## config.mk

```make
export PLATFORM = sky130hd
export DESIGN_NAME = stream_arbiter_rr_flat
export DESIGN_NICKNAME = d
export VERILOG_FILES = /design/src/rtl/stream_pkg.sv /design/src/rtl/stream_arbiter_rr_if.sv /design/src/rtl/stream_arbiter_rr_pick.sv /design/src/rtl/stream_arbiter_rr.sv /design/src/flat_wrapper.sv
export SDC_FILE = /design/constraint.sdc
export NUM_CORES = 1
export LEC_CHECK = 0
export ABC_CLOCK_PERIOD_IN_PS = 3500
export BUFFER_PORTS_ARGS = -buffer_cell sky130_fd_sc_hd__buf_2
export CAP_MARGIN = 40
export CORE_MARGIN = 2
export CORE_UTILIZATION = 42
export DETAILED_ROUTE_END_ITERATION = 7
export PLACE_DENSITY_LB_ADDON = 0.08
export SKIP_LAST_GASP = 1
export SYNTH_ARGS = -nofsm -noshare
export SYNTH_HDL_FRONTEND = slang
export SYNTH_HIERARCHICAL = 1
export SYNTH_SLANG_ARGS = --single-unit
```

## constraint.sdc

```tcl
create_clock -name clk -period 3.5 [get_ports clk]
set_clock_uncertainty 0.1 [all_clocks]
set_input_delay 0 -clock clk [delete_from_list [all_inputs] [get_ports clk]]
set_output_delay 0 -clock clk [all_outputs]
set_load 0.03 [all_outputs]
```

## src/rtl/stream_pkg.sv

```systemverilog
// Shared types and helpers for the round-robin stream arbiter.
package stream_pkg;

    typedef enum logic {
        ARB    = 1'b0,
        LOCKED = 1'b1
    } arb_state_t;

    localparam string LOCK_YES = "yes";
    localparam string LOCK_NO  = "no";

    // Ceiling log2 with a floor of 1 so a single requester still gets a 1-bit index.
    function automatic int clog2(input int n);
        int r;
        r = 0;
        for (int i = 0; i < 31; i++) begin
            if ((64'(1) << i) < 64'(n)) r = i + 1;
        end
        return (r < 1) ? 1 : r;
    endfunction

endpackage

```

## src/rtl/stream_arbiter_rr_if.sv

```systemverilog
// Upstream request lanes plus the shared downstream valid/ready stream.
interface stream_arbiter_rr_if
    import stream_pkg::*;
#(
    parameter int SIZE  = 4,
    parameter int WIDTH = 32
);
    localparam int GW = clog2(SIZE);

    logic [SIZE-1:0]       up_valid;
    logic [SIZE-1:0]       up_ready;
    logic [SIZE*WIDTH-1:0] up_data;
    logic [SIZE-1:0]       up_last;

    logic                  dn_valid;
    logic                  dn_ready;
    logic [WIDTH-1:0]      dn_data;
    logic                  dn_last;
    logic [GW-1:0]         dn_grant;

    // Environment side: drives the requesters and the downstream ready.
    modport master (
        output up_valid, up_data, up_last, dn_ready,
        input  up_ready, dn_valid, dn_data, dn_last, dn_grant
    );

    // Arbiter side.
    modport slave (
        input  up_valid, up_data, up_last, dn_ready,
        output up_ready, dn_valid, dn_data, dn_last, dn_grant
    );

endinterface

```

## src/rtl/stream_arbiter_rr_pick.sv

```systemverilog
// Combinational round-robin search: first valid requester starting at ptr, wrapping mod SIZE.
module stream_arbiter_rr_pick
    import stream_pkg::*;
#(
    parameter int SIZE = 4,
    parameter int GW   = clog2(SIZE)
) (
    input  logic [SIZE-1:0] valid,
    input  logic [GW-1:0]   ptr,
    output logic [GW-1:0]   sel,
    output logic            found
);

    int idx;

    always_comb begin
        sel   = '0;
        found = 1'b0;
        idx   = 0;
        for (int j = 0; j < SIZE; j++) begin
            // Explicit wrap instead of modulo on GW bits so non-power-of-two SIZE works.
            idx = int'(ptr) + j;
            if (idx >= SIZE) idx = idx - SIZE;
            if (!found && valid[idx]) begin
                found = 1'b1;
                sel   = idx[GW-1:0];
            end
        end
    end

endmodule

```

## src/rtl/stream_arbiter_rr.sv

```systemverilog
// Round-robin N-to-1 stream arbiter with one registered output stage and optional packet lock.
//
//  state  | meaning
//  -------+--------------------------------------------------------------
//  ARB    | grant moves round-robin from ptr among valid requesters
//  LOCKED | grant held on lk until its last beat transfers
module stream_arbiter_rr
    import stream_pkg::*;
#(
    parameter int    SIZE  = 4,
    parameter int    WIDTH = 32,
    parameter string LOCK  = LOCK_NO
) (
    input  logic                clk,
    input  logic                rst,
    stream_arbiter_rr_if.slave  bus
);

    localparam int GW      = clog2(SIZE);
    localparam bit LOCK_EN = (LOCK == LOCK_YES);

    arb_state_t       state_q, state_d;
    logic [GW-1:0]    ptr_q, ptr_d;
    logic [GW-1:0]    lk_q, lk_d;

    logic             valid_q;
    logic [WIDTH-1:0] data_q;
    logic             last_q;
    logic [GW-1:0]    grant_q;

    logic [GW-1:0]    pick_sel;
    logic             pick_found;
    logic [GW-1:0]    sel;
    logic             any_req;
    logic             wrdy;
    logic [SIZE-1:0]  ready;
    logic             take;
    logic [WIDTH-1:0] sel_data;
    logic             sel_last;

    stream_arbiter_rr_pick #(
        .SIZE (SIZE),
        .GW   (GW)
    ) u_pick (
        .valid (bus.up_valid),
        .ptr   (ptr_q),
        .sel   (pick_sel),
        .found (pick_found)
    );

    assign wrdy = !valid_q || bus.dn_ready;

    always_comb begin
        sel      = pick_sel;
        any_req  = pick_found;
        ready    = '0;
        take     = 1'b0;
        sel_data = bus.up_data[int'(sel)*WIDTH +: WIDTH];
        sel_last = 1'b0;
        if (state_q == LOCKED) begin
            sel      = lk_q;
            any_req  = 1'b1;
            sel_data = bus.up_data[int'(lk_q)*WIDTH +: WIDTH];
        end
        if (LOCK_EN) sel_last = bus.up_last[sel];
        // Reset also blocks ready so no requester sees a phantom handshake.
        if (wrdy && any_req && !rst) ready[sel] = 1'b1;
        take = ready[sel] && bus.up_valid[sel];
    end

    assign bus.up_ready = ready;

    always_comb begin
        state_d = state_q;
        ptr_d   = ptr_q;
        lk_d    = lk_q;
        if (take) begin
            if (!LOCK_EN || sel_last) begin
                ptr_d   = (sel == GW'(SIZE - 1)) ? '0 : sel + 1'b1;
                state_d = ARB;
            end else if (state_q == ARB) begin
                state_d = LOCKED;
                lk_d    = sel;
            end
        end
    end

    always_ff @(posedge clk) begin
        if (rst) begin
            state_q <= ARB;
            ptr_q   <= '0;
            lk_q    <= '0;
        end else begin
            state_q <= state_d;
            ptr_q   <= ptr_d;
            lk_q    <= lk_d;
        end
    end

    always_ff @(posedge clk) begin
        if (rst) begin
            valid_q <= 1'b0;
            data_q  <= '0;
            last_q  <= 1'b0;
            grant_q <= '0;
        end else if (take) begin
            valid_q <= 1'b1;
            data_q  <= sel_data;
            last_q  <= sel_last;
            grant_q <= sel;
        end else if (bus.dn_ready) begin
            valid_q <= 1'b0;
        end
    end

    assign bus.dn_valid = valid_q;
    assign bus.dn_data  = data_q;
    assign bus.dn_last  = last_q;
    assign bus.dn_grant = grant_q;

endmodule

```

## src/flat_wrapper.sv

```systemverilog
// flat-port wrapper written by rule: the top's interface ports become plain ports
module stream_arbiter_rr_flat import stream_pkg::*;
#(
    parameter int    SIZE  = 4,
    parameter int    WIDTH = 32,
    parameter string LOCK  = LOCK_NO
)
  (clk, rst, bus_up_valid, bus_up_data, bus_up_last, bus_dn_ready, bus_up_ready, bus_dn_valid, bus_dn_data, bus_dn_last, bus_dn_grant);
  stream_arbiter_rr_if #(.SIZE(SIZE), .WIDTH(WIDTH)) bus_i ();
  input  logic clk;
  input  logic rst;
  input wire logic [$bits(bus_i.up_valid)-1:0] bus_up_valid;
  input wire logic [$bits(bus_i.up_data)-1:0] bus_up_data;
  input wire logic [$bits(bus_i.up_last)-1:0] bus_up_last;
  input wire logic [$bits(bus_i.dn_ready)-1:0] bus_dn_ready;
  output wire logic [$bits(bus_i.up_ready)-1:0] bus_up_ready;
  output wire logic [$bits(bus_i.dn_valid)-1:0] bus_dn_valid;
  output wire logic [$bits(bus_i.dn_data)-1:0] bus_dn_data;
  output wire logic [$bits(bus_i.dn_last)-1:0] bus_dn_last;
  output wire logic [$bits(bus_i.dn_grant)-1:0] bus_dn_grant;
  assign bus_i.up_valid = bus_up_valid;
  assign bus_i.up_data = bus_up_data;
  assign bus_i.up_last = bus_up_last;
  assign bus_i.dn_ready = bus_dn_ready;
  assign bus_up_ready = bus_i.up_ready;
  assign bus_dn_valid = bus_i.dn_valid;
  assign bus_dn_data = bus_i.dn_data;
  assign bus_dn_last = bus_i.dn_last;
  assign bus_dn_grant = bus_i.dn_grant;
  stream_arbiter_rr #(.SIZE(SIZE), .WIDTH(WIDTH), .LOCK(LOCK)) u_core (.clk(clk), .rst(rst), .bus(bus_i));
endmodule
```

# After elaboration in Yosys (flattened, before gate mapping)
# Index checks and enable logic that the tools add are counted.
# word_totals
word_cells,72
out_inout_bits,40
regBits,37
in_bits,139
# classes
magnitude_cmp,10
reduce_logical,14
shift,1
mux,34
eq_ne,1
addsub,8
# ops
op,n
$lt A32 B4 Y1 const B,4
$mux W32,4
$shiftx A128 B8 Y32,1
$mux W1,17
$bmux W1 S2,6
$sub A3 B3 Y4 const B,3
$mux W2,5
$ge A3 B3 Y1 const B,3
$logic_and A1 B1 Y1,7
$add A2 B2 Y3 const B,2
$logic_not A1 Y1,5
$mux W4,1
$sub A2 B3 Y4 const B,1
$add A2 B1 Y3 const B,1
$ge A2 B3 Y1 const B,1
$lt A2 B3 Y1 const B,1
$add A2 B1 Y2 const B,1
$demux W1 S2,1
$eq A2 B2 Y1 const B,1
$ge A2 B1 Y1 const B,1
$reduce_bool A2 Y1,1
$logic_or A1 B1 Y1,1

# Longest topological paths before layout
# Gate-level depths: netlist of the first run.
# depth
ltp_word,24
depth_mapped,13
ltp_nobuf,9

# Cells and area by module
# Netlist of the first run, hierarchy kept.
# modules_own_cells
mod,cells_each,area_each_um2,instances,seq_area_each_um2
stream_arbiter_rr,236,2441.1,1,740.7
stream_arbiter_rr_pick,15,77.6,1,0.0

# Worst setup path after synthesis of the first run
# OpenSTA, ideal clock, no wires.
# synth_timing
path_type,register -> register
from,reg u_core.ptr_q[0]
to,reg u_core.data_q[10] (netlist: u_core/bus.dn_data[10])
stages_incl_launch_ff,13
slack_ps,884
required_time_ps,3280
synth_period_minus_slack_ps,2616
path_buffers,4
t_arrival_ps,2396
setup_time_ps,120
cell_sequence,dfxtp_1 > inv_2 > a221o_1 > a21oi_1 > buf_2 > buf_2 > inv_1 > ha_1 > nand3b_4 > a2111oi_4 > buf_4 > buf_2 > o31a_1
# synth_via
elab_chain_len,23
elab_cells_between_ends,55
cone_classes,7 x add/sub; 6 x order compare; 1 x shift; 31 x mux; 10 x reduce/logical
# synth_rtl
item,line,text
"start, declared",stream_arbiter_rr.sv:23,"logic [GW-1:0] ptr_q, ptr_d;"
"start signal, assigned",stream_arbiter_rr.sv:95,ptr_q <= ptr_d;
"parallel branches: the longest is 14 deep, another holds $sub A3 B3 Y4",--,
$mux W2 *,stream_arbiter_rr_pick.sv:24,if (!found && valid[idx]) begin
named net u_core.pick_sel[0],stream_arbiter_rr.sv:31,logic [GW-1:0] pick_sel;
$lt A2 B3 Y1 (not written as such) / $ge A2 B1 Y1 (equally long branches),stream_arbiter_rr.sv:67,if (wrdy && any_req && !rst) ready[sel] = 1'b1;
$logic_and A1 B1 Y1 (not written as such),stream_arbiter_rr.sv:67,
$mux W1 (not written as such),stream_arbiter_rr.sv:67,
$demux W1 S2,--,
$mux W4,stream_arbiter_rr.sv:67,
$bmux W1 S2,stream_arbiter_rr.sv:68,take = ready[sel] && bus.up_valid[sel];
$mux W1 (not written as such),stream_arbiter_rr.sv:68,
$logic_and A1 B1 Y1,stream_arbiter_rr.sv:68,
"end signal, assigned",stream_arbiter_rr.sv:108,data_q <= sel_data;
"end, declared",stream_arbiter_rr.sv:27,logic [WIDTH-1:0] data_q;
# Mark *: on every way through the listed nets, which the timed path passes. The select of a mux whose other input is x is not followed.
# A chain may end at the register's enable or synchronous reset.

# Final worst setup path of the first run
# layout_timing
from,reg u_core.ptr_q[0]
to,reg u_core.data_q[23] (netlist: u_core/bus.dn_data[23])
# The elaborated chain is that of the path after synthesis.

==> qor.txt, run 1 <==
Fmax: 0.3562 GHz
Fin crit share: 0.8020
Remaining global-route overflow: 0
IO buf count: 173
CTS Root Buffer Type: clkbuf_8
Row cnt: 28
CTS tree: done
Hold slack: 0.05842 ns
Setup TNS: 0 ns
Synth Register Bits: 37
Ratio of cells with drive above 1 in the final layout: 0.4842
Met3 WL: 514 um
Fin. Hold Viols: 0
Post-synth top flop: dfxtp_1
Fillers: 531
Crit path kind: reg -> reg
Routed via count: 2568
Clock Path Buffers: 2
Vias in the first global route: 2366
Crit end category: register
Slew at the pin closest to its max-slew limit: 0.7010 ns
Number of synthesized flops with an enable pin: 0
Largest net degree at the start of global routing: 68
Most frequent cells in the layout: 173 x buf_2, 62 x mux2i_1, 37 x dfxtp_1
Area growth syn-to-layout: 39.00%
CTS Buf Count: 5
Top layer in use: met4
Max_cap viols: 0
Hold path cells: 4
Final WL: 6528 um
Placer Congestion: 0.8396
Avg Synthesized Cell Area: 10.03 um^2
Clk pin slew, worst setup/hold paths: 0.07 ns
First-pass GRT wire length: 10270 um
Synth Warn #: 6
Post-synthesis cell type count: 32
GRT Total Usage: 0.1943
Clk_lat worst skew: 0.27 ns
Commonest non-fill, non-tap cell in the layout: buf_2
Worst EP arrival: 2.93 ns
Post-layout util: 0.5984
Die X: 81.44 um
Starting Density: 0.4305
# setup viols final: 0
Cell area after layout: 3501 um^2
HP Class: in -> reg
Initial antenna violation count: 0
WL met1: 2767 um
Pwr/cell area: 342.9 nW/um^2
CP Launch Type: register
Ant diodes: 0
IO Pins: 179
Residual DRC: 0
Area of the mapped netlist: 2519 um^2
Met2 routed WL: 3186 um
Nets@finish: 553
Syn Nets: 394
Dpl ws: 0.7083 ns
Min cycle time layout: 2.807 ns
Setup Buffers After CTS: 0
Number of gates resized after CTS: 0
Pleak: 0.001689 uW
RSZ-0062 raised after global routing: false
Die span in y: 81.44 um
Post-Place Cell Area: 3400 um^2
Core area: 5851 um^2
Die area: 6632 um^2
Initial DRC count: 51
Cts hold-fix bufs: 0
Register area share after synthesis: 0.2941
Status: finished, final reports clean
Ys async rst share: 0
Clock sinks: 37
Post-DRT Antenna Nets: 0
Slew Viols, Final: 0
Vias per cell: 5.284
Clock H-tree levels: 2
Synth Instances: 251
Worst R2R Path Depth: 9
Critical path required time: 3.62 ns
Avg WL per Cell: 13.43 um
Slew HR: 0.5317
IR drop worst, VDD: 0.1723 mV
DP HPWL: 4870 um
Worst Path Max Fanout: 37
Drt pass-1 iters: 4
Final worst-path setup slack: 0.6929 ns
-- state kept, by name, summed over array words and instances (netlist names) --
signal,cells
u_core/bus.dn_data,32
u_core/bus.dn_grant,2
u_core/bus.dn_valid,1
u_core/ptr_q,2
-- final timing paths --
path	start	to	slack, ns
max	u_core/ptr_q[0]	u_core/bus.dn_data[23]	0.69
min	bus_up_data[77]	u_core/bus.dn_data[13]	0.06
max reg2reg	u_core/ptr_q[0]	u_core/bus.dn_data[23]	0.69
min reg2reg	u_core/bus.dn_data[29]	u_core/bus.dn_data[29]	0.38
-- cells by family (layout without fill, tap and decap cells) --
logic type / count (synthesis) / count (layout) / share of synthesized area
fa+ha+maj: 4 / 4 / 0.01987
mux: 64 / 64 / 0.2553
simple gates: 24 / 24 / 0.06309
other cells: 1 / 1 / 0.001489
flops: 37 / 37 / 0.2941
buf+inv: 37 / 197 / 0.07502
compound gates: 84 / 84 / 0.2911
-- per-stage QoR --
| stage | power (uW) | cells |
|---|---|---|
| 6_report | 1201 | 486 |
| 5_1_grt | 1275 | 486 |
| 4_1_cts | 1218 | 486 |
| 3_5_place_dp | 894.2 | 478 |
| 3_3_place_gp | 888.9 | 478 |
| 2_1_floorplan | 758.5 | 251 |
-- layer usage --
metal | vias up | track usage
met2 | 98 | 0.3541
met3 | 4 | 0.04066
li1 | 1309 | -
met5 | - | 0
met1 | 1157 | 0.2296
met4 | 0 | 0.05254
-- power by group --
part | internal (uW) | total, uW | switching, uW | leakage (uW)
Clock | 178 | 320 | 142 | 0.0000542
Combinational | 189 | 413 | 224 | 0.00133
Sequential | 453 | 468 | 15.1 | 0.000301
Total | 819 | 1200 | 381 | 0.00169
-- synth_stat cells, types with 2 or more instances --
library cell,n,area (um^2)
a221oi_1,31,271.5
a21oi_1,7,35.03
nor2_1,4,15.01
inv_2,2,7.510
o31a_1,32,280.3
ha_1,4,50.05
o21ai_0,4,20.02
clkbuf_1,4,15.01
mux2_2,2,22.52
buf_2,16,80.08
nand2_1,2,7.510
buf_4,8,60.06
a2111o_1,2,22.52
and2_1,4,25.02
a2111oi_4,2,55.05
mux2i_1,62,620.6
nand3b_4,2,40.04
nand3_1,6,30.03
dfxtp_1,37,740.7
inv_1,7,26.28
nand2b_1,2,12.51
-- area by class of cell --
| cell class | instances | area [um^2] | area share |
|---|---|---|---|
| tap | 75 | 93.84 | 0.02680 |
| timing repair buffer | 180 | 930.9 | 0.2659 |
| clock inverter | 1 | 5.005 | 0.001430 |
| clock buffer | 7 | 96.34 | 0.02752 |
| multi-input combinational | 177 | 1600 | 0.4571 |
| sequential | 37 | 740.7 | 0.2116 |
| inverter | 9 | 33.78 | 0.009650 |
-- worst max-delay path, cell delays in order (launching register included) --
cell and delay (ns):
dfxtp_1 0.39, inv_2 0.05, a221o_1 0.36, a21oi_4 0.25
buf_4 0.46, nand3b_4 0.25, a2111oi_4 0.07, buf_4 0.28
a221oi_1 0.33, o31a_1 0.18
(Power assumes the default switching activity.)
==> run 2: changes to the inputs <==
Settings changed: ABC_CLOCK_PERIOD_IN_PS 3500 to 2480, CORE_UTILIZATION 42 to 37.
Clock period 3.5 ns to 2.48 ns, I/O delays scaled along.
==> qor.txt, run 2 (synthesis gave the netlist of run 1 again) <==
Status: finished with violations
Failing checks: negative setup slack
Final worst-path setup slack: -0.07381 ns (-0.7667 ns)
Fin crit share: 1.030 (+0.2277)
First-pass GRT wire length: 12250 um (+19%)
Comb power frac: 0.427 (+0.083)
Core area: 6681 um^2 (+14%)
Commonest non-fill, non-tap cell in the layout: buf_2
Worst EP arrival: 2.64 ns (-0.29 ns)
Cell mode on critical path: buf_6
Slew Viols, Final: 0 (unchanged)
RSZ-0062 raised after global routing: true
CTS Buf Count: 5 (unchanged)
Worst Path Max Fanout: 7 (-81%)
# setup viols final: 32 (+32)
Final WL: 8673 um (+33%)
CTS tree: done
Slowest cell on the critical path: a2111oi_4
Post-DRT Antenna Nets: 0 (unchanged)
Clock Path Buffers: 2 (unchanged)
Nets@finish: 609 (+10%)
Row cnt: 30 (+7.1%)
R2r setup slk: -0.07 ns (-0.77 ns)
Clock sinks: 37 (unchanged)
Die X: 86.51 um (+6.2%)
Starting Density: 0.3770 (-0.05353)
Cts hold-fix bufs: 0 (unchanged)
IO Pins: 179 (unchanged)
Pint: 1233 uW (+51%)
Fmax: 0.3916 GHz (+9.9%)
CP Launch Type: register
Placer Congestion: 0.7926 (-5.6%)
CTS Root Buffer Type: clkbuf_8
Switching Fraction: 0.3427 (+0.02516)
DP HPWL: 5601 um (+15%)
Remaining global-route overflow: 0 (unchanged)
Post-Place Cell Area: 3565 um^2 (+4.9%)
Crit end category: register
HP Class: in -> reg
GRT Total Usage: 0.2025 (+0.008163)
Pleak: 0.002118 uW (+25%)
Critical path required time: 2.57 ns (-1.05 ns)
Crit path kind: reg -> reg
Initial antenna violation count: 0 (unchanged)
Avg WL per Cell: 15.86 um (+18%)
Clk pin slew, worst setup/hold paths: 0.08 ns (about the same)
Dpl ws: -0.1878 ns (-0.8960 ns)
Routed via count: 2857 (+11%)
Slew at the pin closest to its max-slew limit: 0.8330 ns (+0.1320 ns)
Die span in y: 86.51 um (+6.2%)
Cell chain of the critical path: inv_2 -> a221o_1 -> a21oi_4 -> buf_6 -> ha_4 -> nand3_4 -> a2111oi_4 -> buf_6 -> clkbuf_16 -> a221oi_1 -> o31a_1
Area growth syn-to-layout: 74.96%
Most frequent cells in the layout: 173 x buf_2, 62 x mux2i_1, 38 x buf_4
Vias in the first global route: 2603 (+10%)
Fin. Hold Viols: 0 (unchanged)
CP max stage delay: 0.36 ns (-0.10 ns)
Pwr/cell area: 425.9 nW/um^2 (+24%)
Cell area after layout: 4407 um^2 (+26%)
Initial DRC count: 74 (+45%)
Drt pass-1 iters: 4 (unchanged)
Sequential power share: 0.353 (-0.037)
Fillers: 562 (+5.8%)
Clock share of power: 0.220 (-0.046)
Die area: 7483 um^2 (+13%)
IR drop worst, VDD: 0.2244 mV (+30%)
Largest net degree at the start of global routing: 38 (-44%)
Vias per cell: 5.223 (-1.2%)
Slew HR: 0.4435 (-0.08816)
Min cycle time layout: 2.554 ns (-0.2533 ns)
Max reg flops: 32 (unchanged)
Ant diodes: 0 (unchanged)
IO buf count: 173 (unchanged)
Clock H-tree levels: 2 (unchanged)
Ratio of cells with drive above 1 in the final layout: 0.6210 (+0.1368)
Sw power: 643.2 uW (+69%)
Max_cap viols: 0 (unchanged)
Residual DRC: 0 (unchanged)
Clk_lat worst skew: 0.29 ns (+0.02 ns)
-- run 2: cell types whose count changed in the layout (fill, tap and decap cells not counted), moves of 6 or more --
cell,before,now
buf_6,0,10
buf_4,6,38
clkbuf_16,0,6
a221oi_2,0,21
buf_12,1,8
a221oi_1,31,9
-- run 2: path summary, 6_finish.rpt --
check | end | start | cells past startpoint
setup / recovery | u_core/bus.dn_data[30] | u_core/ptr_q[0] | 11
hold / removal | u_core/bus.dn_data[31] | bus_up_data[95] | 4
setup reg to reg | u_core/bus.dn_data[30] | u_core/ptr_q[0] | 11
hold reg to reg | u_core/bus.dn_grant[0] | u_core/bus.dn_grant[0] | 2
-- run 2: per-stage QoR --
stage	hold WS, ns	setup TNS (ns)	cells	utilization	total power, uW
floorplan	0.2321	0	251	-	1075
finish	0.04835	-1.601	547	0.6596	1877
global route	0.07125	-4.787	547	0.6596	1974
detailed placement	0.3548	-4.343	502	0.5335	1296
CTS	0.04594	-0.005151	521	0.5706	1744
global placement	0.3510	-1.421	502	0.5335	1291
-- run 2: final cells by class --
class,instances,area [um^2],area share
inverter,9,33.78,0.007666
clock inverter,2,10.01,0.002271
sequential,37,743.2,0.1687
tap,80,100.1,0.02271
timing repair buffer,236,1602,0.3634
multi-input combinational,177,1846,0.4188
clock buffer,6,72.57,0.01647
-- run 2: what timing repair did --
item,4_1_cts,5_1_grt
pin swaps,5,15
buffers inserted,8,21
endpoints found under the setup margin,36,37
gates resized for setup,18,52
cloned,3,7
-- run 2: metal layers --
metal  vias up  wire length, um  global-route usage
li1       1430                -                   -
met4         0               56             0.04261
met3         6              571             0.05238
met5         -                0                   0
met2       109             4232              0.3629
met1      1312             3812              0.2434
-- run 2: power by group through the flow --
stage,registers (uW),clock network [uW],logic [uW]
final,662,413,802
after global routing,668,453,853
after CTS,661,428,655
after detailed placement,674,0,622
after global placement,675,0,616
after floorplan,759,0,316
-- run 2: critical path, delay by kind of cell, from the launching register on --
family,cells,cell delay (ns)
AO/OA/AOI/OAI,5,1.21
adder cells (fa/ha/maj),1,0.14
buffers and inverters,4,0.56
flip-flops,1,0.35
AND/OR/NAND/NOR,1,0.09
==> run 3: changes to the inputs <==
Settings changed: MAX_ROUTING_LAYER set to met4, SLEW_MARGIN set to 0.
==> qor.txt, run 3 (synthesis gave the netlist of run 1 again) <==
Slowest cell on the critical path: a2111oi_4
Sequential power share: 0.354 (about the same)
Clock Path Buffers: 2 (unchanged)
IO Pins: 179 (unchanged)
Die X: 86.51 um (unchanged)
Final Power: 1870 uW (-0.35%)
IO buf count: 173 (unchanged)
Crit end category: register
HP Class: in -> reg
Pint: 1228 uW (-0.41%)
Cts hold-fix bufs: 0 (unchanged)
Remaining global-route overflow: 0 (unchanged)
Most frequent cells in the layout: 173 x buf_2, 62 x mux2i_1, 39 x buf_4
IR drop worst, VDD: 0.2246 mV (+0.10%)
RSZ-0062 raised after global routing: true
Clk pin slew, worst setup/hold paths: 0.08 ns (about the same)
Area growth syn-to-layout: 73.82%
Fin crit share: 1.027 (-0.002770)
Vias in the first global route: 2605 (+0.077%)
Starting Density: 0.3770 (unchanged)
Clk_lat worst skew: 0.29 ns (about the same)
Initial DRC count: 97 (+31%)
Placer Congestion: 0.8039 (+1.4%)
CTS Root Buffer Type: clkbuf_8
Max_cap viols: 0 (unchanged)
Slew HR: 0.4385 (-0.005018)
Vias per cell: 5.236 (+0.25%)
Clock sinks: 37 (unchanged)
Avg WL per Cell: 15.72 um (-0.86%)
Final WL: 8583 um (-1.0%)
Fmax: 0.3926 GHz (+0.27%)
CP Launch Type: register
Clock share of power: 0.221 (about the same)
Post-DRT Antenna Nets: 0 (unchanged)
Routed via count: 2859 (+0.070%)
Sw power: 641.8 uW (-0.22%)
Worst Path Max Fanout: 5 (-2)
Largest net degree at the start of global routing: 38 (unchanged)
Clock H-tree levels: 2 (unchanged)
Initial antenna violation count: 0 (unchanged)
Slew at the pin closest to its max-slew limit: 0.8405 ns (+0.007511 ns)
Cell mode on critical path: buf_6
Comb power frac: 0.425 (-0.002)
First-pass GRT wire length: 12250 um (about the same)
GRT Total Usage: 0.2084 (+0.005923)
Core area: 6681 um^2 (unchanged)
Nets@finish: 608 (-0.16%)
# setup viols final: 34 (+6.3%)
Crit path kind: reg -> reg
Max reg flops: 32 (unchanged)
Commonest non-fill, non-tap cell in the layout: buf_2
Hold slack: 0.04672 ns (-0.001630 ns)
Min cycle time layout: 2.547 ns (-0.006871 ns)
Drt pass-1 iters: 4 (unchanged)
CP max stage delay: 0.36 ns (about the same)
Fin. Hold Viols: 0 (unchanged)
Worst EP arrival: 2.62 ns (-0.02 ns)
Failing checks: negative setup slack
DP HPWL: 5601 um (unchanged)
Cell chain of the critical path: inv_2 -> a221o_1 -> a21oi_4 -> buf_6 -> ha_4 -> nand3_4 -> a2111oi_4 -> buf_6 -> clkbuf_16 -> a221oi_2 -> o31a_1
Fillers: 565 (+0.53%)
Ant diodes: 0 (unchanged)
CTS Buf Count: 5 (unchanged)
Ratio of cells with drive above 1 in the final layout: 0.6202 (-0.0008133)
Slew Viols, Final: 0 (unchanged)
Row cnt: 30 (unchanged)
Die area: 7483 um^2 (unchanged)
Pleak: 0.002106 uW (-0.55%)
Status: finished with violations
Switching Fraction: 0.3432 (+0.0004261)
CTS tree: done
Pwr/cell area: 427.2 nW/um^2 (+0.31%)
Residual DRC: 0 (unchanged)
Die span in y: 86.51 um (unchanged)
Final worst-path setup slack: -0.06694 ns (+0.006871 ns)
Critical path required time: 2.56 ns (about the same)
run 3: changes by cell type in the layout (fill, tap and decap cells not counted), sizes merged:
cell / previous run / this run
clkbuf: 12 / 11
run 3: worst paths after layout:
kind | startpoint | to | slack [ns] | depth (start not counted)
max | u_core/ptr_q[0] | u_core/bus.dn_data[18] | -0.07 | 11
max reg2reg | u_core/ptr_q[0] | u_core/bus.dn_data[18] | -0.07 | 11
min | bus_up_data[95] | u_core/bus.dn_data[31] | 0.05 | 4
min reg2reg | u_core/bus.dn_grant[0] | u_core/bus.dn_grant[0] | 0.37 | 2
run 3: layout make-up:
type / count / area [um^2] / share of cell area
Sequential cell: 37 / 743.2 / 0.1698
Multi-Input combinational cell: 177 / 1846 / 0.4215
Timing Repair Buffer: 235 / 1573 / 0.3592
Inverter: 9 / 33.78 / 0.007716
Tap cell: 80 / 100.1 / 0.02286
Clock inverter: 2 / 10.01 / 0.002286
Clock buffer: 6 / 72.57 / 0.01658
run 3: worst max-delay path: cells and delay by family, from the launching register on:
kind            cells  cell delay (ns)
compound gates      5             1.18
fa+ha+maj           1             0.14
buf+inv             4             0.57
flops               1             0.35
simple gates        1             0.09
run 3: what timing repair did:
action,CTS,global route
endpoints found under the setup margin,36,37
pin swaps,5,15
buffers inserted,8,21
gates cloned,3,6
gates resized for setup,18,51
run 3: layer usage:
layer  wire, um  share of wire  GRT usage
met2       4187           0.49     0.3629
met4         59         0.0069    0.04261
met5          0              0          -
met3        568          0.066    0.04952
met1       3767           0.44     0.2452
run 3: power groups by stage:
stage / Sequential (uW) / Clock [uW] / Combinational, uW
after global routing: 668 / 453 / 846
final: 662 / 413 / 795
after floorplan: 759 / 0 / 316
after global placement: 675 / 0 / 616
after CTS: 661 / 428 / 655
after detailed placement: 674 / 0 / 622
run 3: per-stage QoR:
step	worst slack, ns	cell area, um^2	cells	TNS, ns	utilization
2_1_floorplan	0.002132	2532	251	0	-
5_1_grt	-0.1534	4378	546	-4.696	0.6552
3_5_place_dp	-0.1878	3565	502	-4.343	0.5335
4_1_cts	-0.003888	3812	521	-0.005151	0.5706
3_3_place_gp	-0.06687	3565	502	-1.421	0.5335
6_report	-0.06694	4378	546	-1.339	0.6552
